<file path="src/rtl/serial_pkg.sv">
// Shared definitions for the serial adder datapath.
// Used by both the transmit and receive sides.
package serial_pkg;

  typedef enum logic {
    ST_IDLE  = 1'b0,
    ST_SHIFT = 1'b1
  } serial_state_e;

  function automatic int cnt_width(input int size);
    return (size < 2) ? 1 : $clog2(size);
  endfunction

endpackage

</file>
<file path="src/rtl/serial_tx_hold.sv">
// One-word holding slot in front of the transmit shifter.
// Loads and takes never coincide: loads need it empty, takes need it full.
module serial_tx_hold
  import serial_pkg::*;
#(
  parameter int SIZE = 8
) (
  input  logic            CLK,
  input  logic            RST,
  input  logic            load_i,
  input  logic            take_i,
  input  logic [SIZE-1:0] data_i,
  output logic [SIZE-1:0] data_o,
  output logic            full_o
);

  logic [SIZE-1:0] data_q, data_d;
  logic            full_q, full_d;

  always_comb begin
    data_d = data_q;
    full_d = full_q;
    if (load_i) begin
      data_d = data_i;
      full_d = 1'b1;
    end else if (take_i) begin
      full_d = 1'b0;
    end
  end

  always_ff @(posedge CLK or negedge RST) begin
    if (!RST) begin
      data_q <= '0;
      full_q <= 1'b0;
    end else begin
      data_q <= data_d;
      full_q <= full_d;
    end
  end

  assign data_o = data_q;
  assign full_o = full_q;

endmodule

</file>
<file path="src/rtl/serial_word_tx.sv">
// Parallel-to-serial word transmitter, LSB first.
// A holding slot keeps the serial stream gap-free across words.
module serial_word_tx
  import serial_pkg::*;
#(
  parameter int SIZE  = 8,
  parameter int CNT_W = cnt_width(SIZE)
) (
  input  logic            CLK,
  input  logic            RST,
  input  logic            EN,
  input  logic [SIZE-1:0] DATA_IN,
  input  logic            IN_VALID,
  output logic            IN_READY,
  output logic            BIT_OUT,
  output logic            BIT_VALID,
  output logic            BIT_FIRST,
  output logic            BIT_LAST,
  output logic            BUSY
);

  localparam logic [CNT_W-1:0] CNT_LAST = CNT_W'(SIZE - 1);

  serial_state_e   state_q, state_d;
  logic [SIZE-1:0] sh_q, sh_d;
  logic [CNT_W-1:0] cnt_q, cnt_d;

  logic            hold_full;
  logic [SIZE-1:0] hold_data;
  logic            hold_load;
  logic            hold_take;

  logic accept;
  logic consume;
  logic finish;

  assign IN_READY = ~hold_full;
  assign accept   = IN_VALID & ~hold_full;
  assign consume  = BIT_VALID & EN;
  assign finish   = consume & (cnt_q == CNT_LAST);

  always_comb begin
    state_d   = state_q;
    sh_d      = sh_q;
    cnt_d     = cnt_q;
    hold_load = 1'b0;
    hold_take = 1'b0;
    unique case (state_q)
      ST_IDLE: begin
        if (accept) begin
          sh_d    = DATA_IN;
          cnt_d   = '0;
          state_d = ST_SHIFT;
        end
      end
      ST_SHIFT: begin
        if (finish) begin
          cnt_d = '0;
          if (hold_full) begin
            sh_d      = hold_data;
            hold_take = 1'b1;
          end else if (accept) begin
            sh_d = DATA_IN;
          end else begin
            sh_d    = sh_q >> 1;
            state_d = ST_IDLE;
          end
        end else begin
          if (consume) begin
            sh_d  = sh_q >> 1;
            cnt_d = cnt_q + 1'b1;
          end
          hold_load = accept;
        end
      end
      default: state_d = ST_IDLE;
    endcase
  end

  always_ff @(posedge CLK or negedge RST) begin
    if (!RST) begin
      state_q <= ST_IDLE;
      sh_q    <= '0;
      cnt_q   <= '0;
    end else begin
      state_q <= state_d;
      sh_q    <= sh_d;
      cnt_q   <= cnt_d;
    end
  end

  serial_tx_hold #(
    .SIZE(SIZE)
  ) u_hold (
    .CLK   (CLK),
    .RST   (RST),
    .load_i(hold_load),
    .take_i(hold_take),
    .data_i(DATA_IN),
    .data_o(hold_data),
    .full_o(hold_full)
  );

  assign BIT_OUT   = sh_q[0];
  assign BIT_VALID = (state_q == ST_SHIFT);
  assign BIT_FIRST = BIT_VALID & (cnt_q == '0);
  assign BIT_LAST  = BIT_VALID & (cnt_q == CNT_LAST);
  assign BUSY      = BIT_VALID | hold_full;

endmodule

</file>
<file path="config.mk">
export PLATFORM = sky130hd
export DESIGN_NAME = serial_word_tx
export DESIGN_NICKNAME = d
export VERILOG_FILES = /design/src/rtl/serial_pkg.sv /design/src/rtl/serial_tx_hold.sv /design/src/rtl/serial_word_tx.sv
export SDC_FILE = /design/constraint.sdc
export NUM_CORES = 1
export LEC_CHECK = 0
export CAP_MARGIN = 10
export CORE_ASPECT_RATIO = 0.6
export CORE_UTILIZATION = 50
export DETAILED_ROUTE_END_ITERATION = 12
export PLACE_DENSITY = 0.86
export REMOVE_ABC_BUFFERS = 1
export SLEW_MARGIN = 10
export SYNTH_ARGS = -nofsm -noshare
export SYNTH_HDL_FRONTEND = slang
export SYNTH_SLANG_ARGS = --single-unit
</file>
<file path="constraint.sdc">
create_clock -name CLK -period 2.1 [get_ports CLK]
set_input_delay 0.21 -clock CLK [delete_from_list [all_inputs] [get_ports CLK]]
set_output_delay 0.21 -clock CLK [all_outputs]
set_load 0.005 [all_outputs]
</file>
==> results by group, run 1 <==
Critical path
  – CP Buf/Inv Count: 1
  – Startpoint types: register
  – Crit. End Element: primary output
  – Crit path DAT: 1730 ps
  – CP max stage delay: 500 ps
  – Crit Path Class: reg2out
  – Max FO, Critical Path: 7
  – Critical path, cell by cell: ha_1 -> ha_2 -> and2_1 -> clkdlybuf4s50_1
  – CP delay by family, top: buffers and inverters
  – Critical Path RT: 1890 ps
  – Slowest stage cell on the critical path: clkdlybuf4s50_1

Route
  – DR WL/cell: 17.02 um
  – Metal1 wirelength: 1.264 mm
  – DRT iter0 DRCs: 106
  – Vias post-DR: 1040
  – WL final: 2.825 mm
  – ANT nets after route: 0
  – DRC Markers: 0
  – Max layer used: met4
  – WL met3: 202 um
  – DR pass1 iterations: 4
  – Routed wl met2: 1.293 mm
  – Vias per cell: 6.265

Global route
  – Total grt overflow: 0
  – Tot GR Track Use: 0.2434
  – Pin count of the biggest net entering global routing: 22
  – Initial antenna violation count: 0
  – Vias in the first global route: 953
  – First-pass GRT wire length: 4.533 mm

Pwr
  – Pint: 1.135 mW
  – Clk pwr share: 0.153
  – Net Sw Power: 0.6238 mW
  – Pwr dens: 1190 nW/um^2
  – VDD IR max: 672.5 uV
  – Switch share: 0.3546
  – Flop pwr share: 0.415
  – Combinational share of power: 0.432
  – Leakage: 0.6738 nW

Final layout
  – Most frequent cells in the layout: dfrtp_1 (21), clkdlybuf4s50_1 (17), a21oi_1 (16)
  – Ant. Diodes: 0
  – Most common cell after layout, fill and taps aside: dfrtp_1
  – # nets final: 152
  – Area delta synth->final: 21.13%
  – Layout cells sized above 1: 0.1618
  – Final core utilization: 0.6631

Clock tree
  – Total CTS buffers: 3
  – Clock Latency Late Sink: 260 ps
  – H-Tree Depth: 1
  – Register clock-pin slew on the reported worst setup and hold paths: 70 ps
  – TritonCTS clock tree: built
  – Clock buffer depth: 2
  – # hold bufs at CTS: 0
  – # clock sinks: 21
  – Root Driver: clkbuf_8

Synth
  – Synth unique cells: 29
  – Mapped cell area: 1220 um^2
  – Share of the yosys chip area belonging to registers: 0.4308
  – YS warnings: 0
  – Syn avg cell area: 10.52 um^2
  – #FFs+latches synth: 21
  – Syn Inst Count: 116

Hold path
  – Worst min-delay path category: in2async

Place
  – Pre-CTS setup slack: 193.3 ps
  – Final GP Congestion: 0.8317
  – I/O Buffers: 17
  – HPWL after DPL: 2.020 mm

Timing
  – Worst Tran Pin Value: 526.7 ps
  – Final setup margin: 156.3 ps
  – Worst Clk Skew: 2.940 ps
  – Sum of negative setup slack: 0 ps
  – Finish-stage setup viols: 0
  – Fin crit period: 1944 ps
  – Maximum clock frequency: 514.5 MHz
  – Final period utilization: 0.9256
  – Rel. slew slack: 0.6488
  – Slew Limit Fails: 0
  – Hold Fails Final Rpt: 0
  – RSZ-0062 raised after global routing: no

Die
  – Die X-Extent: 65.77 um
  – Row count: 13
  – # IOs: 18
  – Die area: 2648 um^2
  – Die span in y: 40.26 um
  – Core area: 2228 um^2
  – Starting Density: 0.5474

Run
  – Number of max-cap violations: 0

Outcome
  – Status: complete, no violations
-- routing by layer --
layer | vias to the layer above | track usage
met5 | - | 0
met4 | 0 | 0.09783
met3 | 8 | 0.06818
met2 | 46 | 0.3827
met1 | 513 | 0.3229
li1 | 473 | -
-- power by group through the flow --
stage	logic, mW	clock network [mW]	registers, mW
after floorplan	0.475	0	0.714
after global placement	0.715	0	0.714
after detailed placement	0.754	0	0.732
after CTS	0.758	0.273	0.725
after global routing	0.834	0.290	0.752
final	0.759	0.269	0.731
-- cell usage after synthesis (all sizes together) --
cell type  instances  area, um^2
ha                 3       37.54
and4               7       61.31
dfrtp             21       525.5
inv                3       11.26
mux2               9       101.3
nor2b              1       6.260
mux2i              7       70.07
and3               1       6.260
o311a              7       70.07
a22o               2       17.52
nand4              1       12.51
nor3b              1       18.77
o21ai              9       45.04
and2               2       12.51
buf                7       50.05
or2                1       6.260
clkbuf             2       7.510
a221oi             1       15.01
nor3               1       5.000
a21oi             16       80.08
nor2               3       13.77
nand2             10       40.04
nand2b             1       6.260
-- per-stage QoR --
stage          hold WS, ps  instance area, um^2  power [mW]  std cells
4_1_cts              301.5                 1475       1.755        166
6_report             289.3                 1478       1.759        166
2_1_floorplan       -85.59                 1162       1.189        107
5_1_grt              340.8                 1478       1.875        166
3_3_place_gp         471.5                 1430       1.429        162
3_5_place_dp         477.2                 1430       1.486        162
-- repair_timing --
action / CTS / global route
setup endpoints to repair: 0 / 1
buffers inserted: 0 / 0
gates resized for setup: 0 / 1
-- area by class of cell --
class	instances	area [um^2]
Inverter	3	11.26
Tap cell	30	37.54
Timing Repair Buffer	25	230.2
Fill cell	179	750.7
Sequential cell	21	525.5
Clock buffer	4	45.04
Multi-Input combinational cell	83	628.1
-- worst reg2reg max path: stages, from the launching register on --
cell,delay [ps]
dfrtp_1,420
ha_1,200
ha_2,220
nand2_2,90
nand4_2,320
mux2_1,420
-- kinds of logic after synthesis --
group | Yosys count | share of synthesized area
AO/OA/AOI/OAI | 35 | 0.1867
adder cells (fa/ha/maj) | 3 | 0.03077
buffers and inverters | 12 | 0.05641
flip-flops | 21 | 0.4308
multiplexers | 16 | 0.1405
AND/OR/NAND/NOR | 29 | 0.1549
-- registers in the layout, indices dropped and copies added, names as in the netlist --
register / cells
sh_q: 8
BIT_VALID: 1
u_hold.full_o: 1
u_hold.data_o: 8
cnt_q: 3
-- path summary, 6_finish.rpt --
kind	start	end	slack, ps	depth (start not counted)
setup / recovery	cnt_q[1]	BIT_LAST	160	4
hold / removal	RST	u_hold.data_o[4]	290	2
setup reg to reg	cnt_q[1]	u_hold.data_o[1]	330	5
hold reg to reg	u_hold.data_o[6]	u_hold.data_o[6]	490	1
max in group asynchronous	RST	cnt_q[0]	1590	2
min in group CLK	u_hold.data_o[6]	u_hold.data_o[6]	490	1
Power figures use the tool's default switching activity.
==> run 2, diff against run 1 <==
--- a/config.mk
+++ b/config.mk
@@ -11,7 +11,6 @@
 export DETAILED_ROUTE_END_ITERATION = 12
 export PLACE_DENSITY = 0.86
 export REMOVE_ABC_BUFFERS = 1
-export SLEW_MARGIN = 10
 export SYNTH_ARGS = -nofsm -noshare
 export SYNTH_HDL_FRONTEND = slang
 export SYNTH_SLANG_ARGS = --single-unit
==> results of run 2 <==
The final DEF is identical to that of run 1; final timing and power are the same.
==> run 3, diff against run 2 <==
--- a/config.mk
+++ b/config.mk
@@ -7,10 +7,11 @@
 export LEC_CHECK = 0
 export CAP_MARGIN = 10
 export CORE_ASPECT_RATIO = 0.6
-export CORE_UTILIZATION = 50
+export CORE_UTILIZATION = 53
 export DETAILED_ROUTE_END_ITERATION = 12
-export PLACE_DENSITY = 0.86
+export PLACE_DENSITY = 0.9
 export REMOVE_ABC_BUFFERS = 1
 export SYNTH_ARGS = -nofsm -noshare
 export SYNTH_HDL_FRONTEND = slang
+export SYNTH_HIERARCHICAL = 1
 export SYNTH_SLANG_ARGS = --single-unit
==> constraint.sdc (replaced) <==
create_clock -name CLK -period 2.1 [get_ports CLK]
set_input_delay 0.21 -clock CLK [delete_from_list [all_inputs] [get_ports CLK]]
set_output_delay 0.21 -clock CLK [all_outputs]
set_load 0.05 [all_outputs]
==> results by group, run 3 <==
Clock tree
  – Register clock-pin slew on the reported worst setup and hold paths: 80 ps
  – Total CTS buffers: 3
  – Root Driver: clkbuf_8
  – Clock Latency Late Sink: 260 ps
  – Clock buffer depth: 2
  – # hold bufs at CTS: 0
  – H-Tree Depth: 1
  – Post-CTS setup buffer count: 0
  – TritonCTS clock tree: built
  – Post_cts resized: 0
  – # clock sinks: 21

Die
  – Die area: 2531 um^2
  – Die X-Extent: 64.29 um
  – Die span in y: 39.37 um
  – Starting Density: 0.5660
  – Row count: 13
  – # IOs: 18
  – Core area: 2180 um^2

Route
  – DR WL/cell: 17.53 um
  – Vias post-DR: 1010
  – ANT nets after route: 0
  – DRT iter0 DRCs: 79
  – DR pass1 iterations: 4
  – WL final: 2.928 mm
  – Vias per cell: 6.048
  – DRC Markers: 0

Final layout
  – Ant. Diodes: 0
  – Sequential cell area: 525.5 um^2
  – # nets final: 153
  – Cell Count, Final, Fillers Out: 167
  – Most frequent cells in the layout: dfrtp_1 (21), clkdlybuf4s50_1 (13), nand2_1 (12)
  – Multi-input logic area: 633.1 um^2
  – Final core utilization: 0.6757
  – Area delta synth->final: 19.37%
  – Filler cells: 182
  – Most common cell after layout, fill and taps aside: dfrtp_1
  – Layout cells sized above 1: 0.2044

Global route
  – Tot GR Track Use: 0.2556
  – Total grt overflow: 0
  – Initial antenna violation count: 0
  – Pin count of the biggest net entering global routing: 22
  – First-pass GRT wire length: 4.540 mm
  – Vias in the first global route: 997

Timing
  – Rel. slew slack: 0.6730
  – Final period utilization: 0.8781
  – Maximum clock frequency: 542.3 MHz
  – Hold Fails Final Rpt: 0
  – Finish-stage setup viols: 0
  – Worst Tran Pin Value: 489.0 ps
  – Worst Clk Skew: 3.967 ps
  – Fin crit period: 1844 ps
  – RSZ-0062 raised after global routing: no
  – Slew Limit Fails: 0
  – Sum of negative setup slack: 0 ps
  – Final setup margin: 256.1 ps

Critical path
  – Crit path DAT: 1630 ps
  – R2R setup slack: 370 ps
  – Max FO, Critical Path: 6
  – FF-to-FF End: sh_q[5]
  – FF-to-FF path depth: 6
  – Crit. End Element: primary output
  – Critical Path RT: 1890 ps
  – Startpoint types: register
  – RR Startpoint: cnt_q[1]
  – Crit Path Class: reg2out

Synth
  – Xor/xnor share of the synthesized area: 0
  – Syn Inst Count: 117
  – Synth unique cells: 25
  – Largest family of logic cells by synthesized area: compound AO/OA/AOI/OAI gates
  – Top-count cell post-synth: dfrtp_1
  – Synth Area in Adders: 0.03043
  – Post-synth EDFFs: 0
  – Synth top area share: 0.4260
  – Simple-gate share of the synthesized area: 0.1136
  – Area leader, netlist: dfrtp_1
  – Top FF cell, synth: dfrtp_1
  – Commonest cells in the netlist: dfrtp_1 (21), nand2_1 (12), nor2_1 (9)
  – YS warnings: 6
  – Synth top area cells: dfrtp_1 (43%), mux2_4 (9.7%), a22o_1 (5.7%)
  – Mapped cell area: 1234 um^2
  – #FFs+latches synth: 21
  – Ys async rst share: 1.000
  – Post-synthesis mux area share: 0.1633
  – Syn avg cell area: 10.54 um^2
  – Post-synthesis compound-gate area fraction: 0.2059
  – Share of the yosys chip area belonging to registers: 0.4260

Pwr
  – VDD IR max: 776.1 uV
  – Pwr dens: 1343 nW/um^2
  – Leakage: 0.6962 nW

Outcome
  – Status: complete, no violations

Hold path
  – Worst min-delay path category: in2async

Place
  – Placed cells: 163
  – I/O Buffers: 17
  – HPWL after DPL: 2.083 mm
  – Final GP Congestion: 0.8938
  – Pre-CTS setup slack: 361.6 ps

Run
  – Number of max-cap violations: 0
## run 3: per-stage QoR
step / hold slack, ps / total power [mW] / instance area [um^2]
after floorplan: -85.59 / 1.405 / 1177
after global placement: 496.2 / 1.635 / 1428
after detailed placement: 493.7 / 1.698 / 1428
after CTS: 292.9 / 1.980 / 1473
after global routing: 297.3 / 2.098 / 1473
final: 284.1 / 1.977 / 1473
## run 3: power breakdown
| part | total (mW) | internal (mW) | switching (mW) |
|---|---|---|---|
| logic | 0.955 | 0.479 | 0.476 |
| registers | 0.754 | 0.593 | 0.161 |
| clock network | 0.268 | 0.135 | 0.133 |
| total | 1.98 | 1.21 | 0.770 |
## run 3: worst max-delay path, stage by stage (launching register included)
cell,delay [ps]
dfrtp_1,440
inv_1,120
clkdlybuf4s50_1,810
## run 3: final cells by class
cell class              count  area share
flip-flops and latches     21      0.3568
clock buffers               4     0.03059
well taps                  30     0.02549
multi-input cells          83      0.4299
repair buffers             24      0.1444
inverters                   5     0.01274
## run 3: cells by family after synthesis
group	count (synthesis)
compound gates	35
fa+ha+maj	3
buf+inv	13
flops	21
mux	16
simple gates	29
## run 3: how the worst max path moves through the flow
| stage | startpoint | endpoint | slack (ps) |
|---|---|---|---|
| 2_1_floorplan | BIT_VALID | sh_q[0] | 30 |
| 3_3_place_gp | EN | u_hold/data_o[7] | 420 |
| 3_5_place_dp | IN_VALID | u_hold/data_o[4] | 360 |
| 4_1_cts | u_hold/full_o | IN_READY | 270 |
| 5_1_grt | u_hold/full_o | IN_READY | 230 |
| 6_report | u_hold/full_o | IN_READY | 260 |
## run 3: layer usage
metal  vias up  share of wire  GRT usage
met1       499           0.45     0.3074
met2        40           0.48     0.4211
li1        464              -          -
met3         7          0.059    0.08721
met4         0          0.016     0.1222
met5         -              0          0
